==> src/rtl/seq_alu.sv <==
// Sequential ALU: add / multiply / AND / OR on WIDTH-bit operands, 2*WIDTH-bit result.
// Latency: add/AND/OR complete on the accepting edge; multiply completes WIDTH edges later.
// Backpressure: none queued; start is only accepted in IDLE, and starts during a multiply are dropped.
//
// Ports:
//   clk, rst_n        clock (rising edge) and asynchronous active-low reset
//   X, Y, sel, start  operands, opcode (00 add, 01 mul, 10 and, 11 or) and request;
//                     X/Y/sel are sampled only on an accepted start
//   busy              high while a multiply is iterating
//   done              one-cycle pulse; Z/carry/zero are valid from the edge that raises it
//   Z, carry, zero    last completed result, add carry-out, and result-is-zero flag
module seq_alu #(
  parameter int WIDTH = 4
) (
  input  logic               clk,
  input  logic               rst_n,
  input  logic [WIDTH-1:0]   X,
  input  logic [WIDTH-1:0]   Y,
  input  logic [1:0]         sel,
  input  logic               start,
  output logic               busy,
  output logic               done,
  output logic [2*WIDTH-1:0] Z,
  output logic               carry,
  output logic               zero
);

  localparam int CW = $clog2(WIDTH) + 1;
  localparam int ZW = 2 * WIDTH;

  localparam logic [1:0] OP_ADD = 2'b00;
  localparam logic [1:0] OP_MUL = 2'b01;
  localparam logic [1:0] OP_AND = 2'b10;
  localparam logic [1:0] OP_OR  = 2'b11;

  typedef enum logic {
    ST_IDLE = 1'b0,
    ST_MUL  = 1'b1
  } state_t;

  // Architectural state
  state_t          state_q;
  logic            busy_q;
  logic            done_q;
  logic [ZW-1:0]   z_q;
  logic            carry_q;
  logic            zero_q;

  // Multiplier datapath state
  logic [ZW-1:0]   mcand_q;
  logic [WIDTH-1:0] mplier_q;
  logic [ZW-1:0]   acc_q;
  logic [CW-1:0]   cnt_q;

  // Next-state / combinational helpers
  logic [WIDTH:0]  sum_d;
  logic [ZW-1:0]   single_res_d;
  logic            single_carry_d;
  logic [ZW-1:0]   acc_d;
  logic            last_iter_d;
  logic            accept_d;

  // A start only counts while idle; nothing is buffered during a multiply.
  assign accept_d = start && (state_q == ST_IDLE);

  // One extra bit keeps the add carry-out.
  assign sum_d = {1'b0, X} + {1'b0, Y};

  // Single-cycle operation results (multiply handled by the iterative path).
  always_comb begin
    single_res_d   = '0;
    single_carry_d = 1'b0;
    case (sel)
      OP_ADD: begin
        single_res_d   = ZW'(sum_d);
        single_carry_d = sum_d[WIDTH];
      end
      OP_AND: single_res_d = ZW'(X & Y);
      OP_OR:  single_res_d = ZW'(X | Y);
      default: begin
        single_res_d   = '0;
        single_carry_d = 1'b0;
      end
    endcase
  end

  // Shift-add step: include this edge's partial product so the final edge
  // can publish the complete product directly.
  assign acc_d       = mplier_q[0] ? (acc_q + mcand_q) : acc_q;
  assign last_iter_d = (cnt_q == CW'(WIDTH - 1));

  always_ff @(posedge clk or negedge rst_n) begin
    if (!rst_n) begin
      state_q  <= ST_IDLE;
      busy_q   <= 1'b0;
      done_q   <= 1'b0;
      z_q      <= '0;
      carry_q  <= 1'b0;
      zero_q   <= 1'b1;
      mcand_q  <= '0;
      mplier_q <= '0;
      acc_q    <= '0;
      cnt_q    <= '0;
    end else begin
      done_q <= 1'b0;
      case (state_q)
        ST_IDLE: begin
          if (accept_d) begin
            if (sel == OP_MUL) begin
              // Latch operands; Z/carry/zero keep the previous result until completion.
              mcand_q  <= {{WIDTH{1'b0}}, X};
              mplier_q <= Y;
              acc_q    <= '0;
              cnt_q    <= '0;
              busy_q   <= 1'b1;
              state_q  <= ST_MUL;
            end else begin
              z_q     <= single_res_d;
              carry_q <= single_carry_d;
              zero_q  <= (single_res_d == '0);
              done_q  <= 1'b1;
            end
          end
        end
        ST_MUL: begin
          acc_q    <= acc_d;
          mcand_q  <= mcand_q << 1;
          mplier_q <= mplier_q >> 1;
          cnt_q    <= cnt_q + 1'b1;
          if (last_iter_d) begin
            z_q     <= acc_d;
            carry_q <= 1'b0;
            zero_q  <= (acc_d == '0);
            done_q  <= 1'b1;
            busy_q  <= 1'b0;
            state_q <= ST_IDLE;
          end
        end
        default: begin
          state_q <= ST_IDLE;
          busy_q  <= 1'b0;
        end
      endcase
    end
  end

  assign busy  = busy_q;
  assign done  = done_q;
  assign Z     = z_q;
  assign carry = carry_q;
  assign zero  = zero_q;

endmodule

==> config.mk <==
export PLATFORM = sky130hd
export DESIGN_NAME = seq_alu
export DESIGN_NICKNAME = d
export VERILOG_FILES = /design/src/rtl/seq_alu.sv
export SDC_FILE = /design/constraint.sdc
export NUM_CORES = 1
export LEC_CHECK = 0
export BUFFER_PORTS_ARGS = -buffer_cell sky130_fd_sc_hd__buf_2
export CORE_ASPECT_RATIO = 2
export CORE_MARGIN = 4
export CORE_UTILIZATION = 45
export CTS_CLUSTER_SIZE = 10
export DETAILED_ROUTE_END_ITERATION = 7
export SKIP_LAST_GASP = 1
export SYNTH_ARGS = -nofsm -noshare
export SYNTH_HDL_FRONTEND = slang
export SYNTH_SLANG_ARGS = --single-unit
==> constraint.sdc <==
create_clock -name clk -period 3.28 [get_ports clk]
set_clock_uncertainty 0.2 [all_clocks]
set_input_delay 0.492 -clock clk [delete_from_list [all_inputs] [get_ports clk]]
set_output_delay 0.492 -clock clk [all_outputs]
set_load 0.03 [all_outputs]
==> summary by stage <==
Floorplanning
The height of the chip is around 110 um. The die covers roughly 0.0065 mm2. The initial utilization of the core area, before any placement, comes to ~46%. After floorplanning, the core was sized to cover roughly 0.0051 mm2. The number of rows in the core area is 37. The die is 59.04 um wide. The total I/O pin count is 25.

Route
The DRC violations left is 0. The detailed router finished its first iteration with 40 violations. Summed over all layers, the routed wires come to between 5000 and 6000 um.

The count of antenna-violating nets left after detailed routing is 0. For this run, the detailed router's first-pass iteration total came to 4. Summing over every cut layer, the via total after detailed routing is around 2000.

The final routed wire length divided by cell count is roughly 16 um. The ratio of routed vias to standard cells is between 5 and 6.

Placed design
Prior to clock tree synthesis, the placed netlist has a worst setup slack of around 380 ps. The final HPWL from detailed placement is roughly 4000 um. Buffers placed on the I/O ports in this run total 24. The placer's final routability congestion estimate is a little over 0.8. The number of placed instances, taps included is ~340.

Global route
The number of antenna violations at the first check in global routing is 0. The sum of overflow across all layers after global routing is 0. The via count of the first global-routing pass is between 1500 and 2000.

Entering global routing, the biggest net connects 46 pins. Global routing used between 10% and 20% of the available tracks. The first global-routing pass estimated a little over 9000 um of wire.

Worst setup path
The critical path goes through ha_1 > fa_1 > a21o_2 > a21o_1 > xor2_1 > mux2_2 > or4_4 > o31ai_2. Data arrives at the worst endpoint at roughly 2900 ps. The largest single stage delay on the critical path is between 400 and 500 ps.

The setup check on the worst reg-to-reg path leaves a slack of around 420 ps. In this run the worst path has a maximum fanout of 3. The critical path is of the reg2reg type.

The startpoint type of the worst setup path is a register. The critical path capture point type is a register. The data required time of the critical path is 3300 ps.

The cell with the biggest individual delay on the critical path is or4_4.

Timing
The final count of pins violating max slew is 0. For the finished layout, the period the worst path requires is 2863 ps. Setup slack on the critical path of the routed design comes to ~420 ps. Setup violations remaining at the end of the flow were counted as 0.

The worst hold margin is 84.73 ps. For the final routed database, the setup TNS stands at 0 ps. For the pin with the worst max-slew slack, the measured transition is about 940 ps.

The tightest slew margin relative to the limit is a little under two fifths. The final critical path takes up 87.27% of the cycle. Setup repair after global routing left no endpoint under its margin.

The total count of hold-check failures in the final report is 0. The timing-limited maximum frequency is around 0.35 GHz.

Clock tree
The CTS sink count is 36. The number of buffers between clock root and the deepest sink is 2. The cell at the root of the clock tree is clkbuf_8. The hold-fix buffer count after cts is 0. Post-CTS repair changed the size of 0 cells. In this run the post-CTS setup repair buffer count came out at 0. The register clock-pin slew on the reported worst setup and hold paths is roughly 70 ps. The worst-skew pair later-pin latency is 300 ps. The clock tree synthesis step divided the H-tree into 2 levels.

Clock tree synthesis inserted a total of 5 buffers. TritonCTS built the clock tree.

Power
The analysis attributes to cell leakage a power of roughly 1.3 nW. The power density normalized to cell area is around 830 mW/mm2. The design draws ~2.2 mW. IR analysis of the VDD net gives a maximum drop of roughly 0.6 mV.

Yosys
By area the synthesized netlist is led by dfrtp_1 (37%), ha_1 (9.1%), nand2_1 (6.4%). The cell area that synthesis handed to floorplanning was between 0.002 and 0.0025 mm2. The synthesized instance count is 265. The library cell with the largest summed area after synthesis is dfrtp_1. Yosys mapped the design onto between 40 and 50 distinct sky130hd cell types. Averaged over all synthesized cells, the footprint is 8.848 um2. Counting flops and latches in the post-synthesis netlist gives 36. The fraction of post-synthesis cell area in the top cell type by area is a little under two fifths.

The sequential fraction of the synthesis area is between 30 and 40%. For this run, the number of Yosys warnings is 0. The share of synthesized registers carrying an async set or reset is 100.0%. When the netlist entered floorplanning its net count stood at just under 300.

The number of synthesized flops with an enable pin is 0. The most common flop cell mapped by yosys is dfrtp_1.

Worst hold path
The classification of the worst-slack hold path is in2async.

Run
Across the run, the number of max-cap violations was 0.

Finish
Compared with the post-synthesis result, the final layout area differs by 10.94%. The final antenna diode count is 0. The net count reported at finish is 317. Of the cells placed in the final design, the portion with a size suffix greater than 1 is 15.38%. The finished layout holds roughly 340 standard cells, fillers aside.

Outcome
The run finished with clean final reports.
logic make-up after synthesis:
logic type / count (synthesis) / synth area share [%]
multiplexers: 11 / 4.909
buffers and inverters: 28 / 4.589
XOR/XNOR: 4 / 1.494
AO/OA/AOI/OAI: 83 / 23.11
adder cells (fa/ha/maj): 19 / 10.78
flip-flops: 36 / 38.47
AND/OR/NAND/NOR: 84 / 16.65
placed cells by master, fill, tap and decap left out, types with 4 or more instances in the layout:
cell      netlist  final
o21ai_0        26     26
nor2_1         18     18
inv_1          15     15
mux2i_1         7      7
clkbuf_8        0      7
mux2_2          4      4
nand2_1        40     40
buf_2           2     24
ha_1           17     17
a211oi_1        4      4
a21o_1          7      7
dfrtp_1        35     35
nor3_1          5      5
a21oi_1        18     18
nand3_1         4      4
a22o_1          5      5
state kept, by name, summed over array words and instances, names as in the netlist:
name	count
done	1
cnt_q	3
busy	1
zero	1
carry	1
mplier_q	4
acc_q	8
mcand_q	8
state_q	1
Z	8
worst max-delay path: cells and delay by family (launching register included):
family | cells | cell delay [ps]
adder cells (fa/ha/maj) | 2 | 670
AO/OA/AOI/OAI | 3 | 590
AND/OR/NAND/NOR | 1 | 480
flip-flops | 1 | 400
multiplexers | 1 | 290
XOR/XNOR | 1 | 140
report_power, final:
group / internal (mW) / switching (mW) / total, mW
sequential: 0.609 / 0.141 / 0.751
combinational: 0.402 / 0.651 / 1.05
clock: 0.192 / 0.164 / 0.356
total: 1.20 / 0.957 / 2.16
cell usage after synthesis, types with 5 or more instances:
| cell | instances |
|---|---|
| a22o_1 | 5 |
| nor3_1 | 5 |
| ha_1 | 17 |
| a21o_1 | 7 |
| nor2_1 | 18 |
| o21ai_0 | 26 |
| inv_1 | 15 |
| dfrtp_1 | 35 |
| clkbuf_1 | 10 |
| nand2_1 | 40 |
| a21oi_1 | 18 |
| mux2i_1 | 7 |
layer usage:
metal | vias up | global-route usage [%] | wire length, um | share of wire, %
met5 | - | 0 | 0 | 0
met4 | 0 | 8.914 | 142 | 2.6
met3 | 11 | 3.030 | 150 | 2.7
met2 | 35 | 33.54 | 2928 | 53
met1 | 934 | 21.94 | 2275 | 41
li1 | 978 | - | - | -
stage by stage:
stage | util [%] | area (um2)
3_3_place_gp | 49.12 | 2501
3_5_place_dp | 49.12 | 2501
4_1_cts | 51.08 | 2601
5_1_grt | 51.08 | 2601
6_report | 51.08 | 2601
2_1_floorplan | - | 2345
final timing paths:
path | from | endpoint | cells after the start
setup / recovery | mcand_q[0] | zero | 8
hold / removal | rst_n | mcand_q[0] | 1
setup reg to reg | mcand_q[0] | zero | 8
hold reg to reg | Z[2] | Z[2] | 2
max in group asynchronous | rst_n | Z[6] | 1
min in group clk | Y[3] | mplier_q[3] | 3
layout make-up:
class	count	area, um2
sequential	36	902.1
fill	531	2491
tap	58	72.57
clock buffer	8	100.1
inverter	15	56.30
timing repair buffer	26	135.1
multi-input combinational	201	1335
No activity file was read; power rests on OpenSTA's default activity.
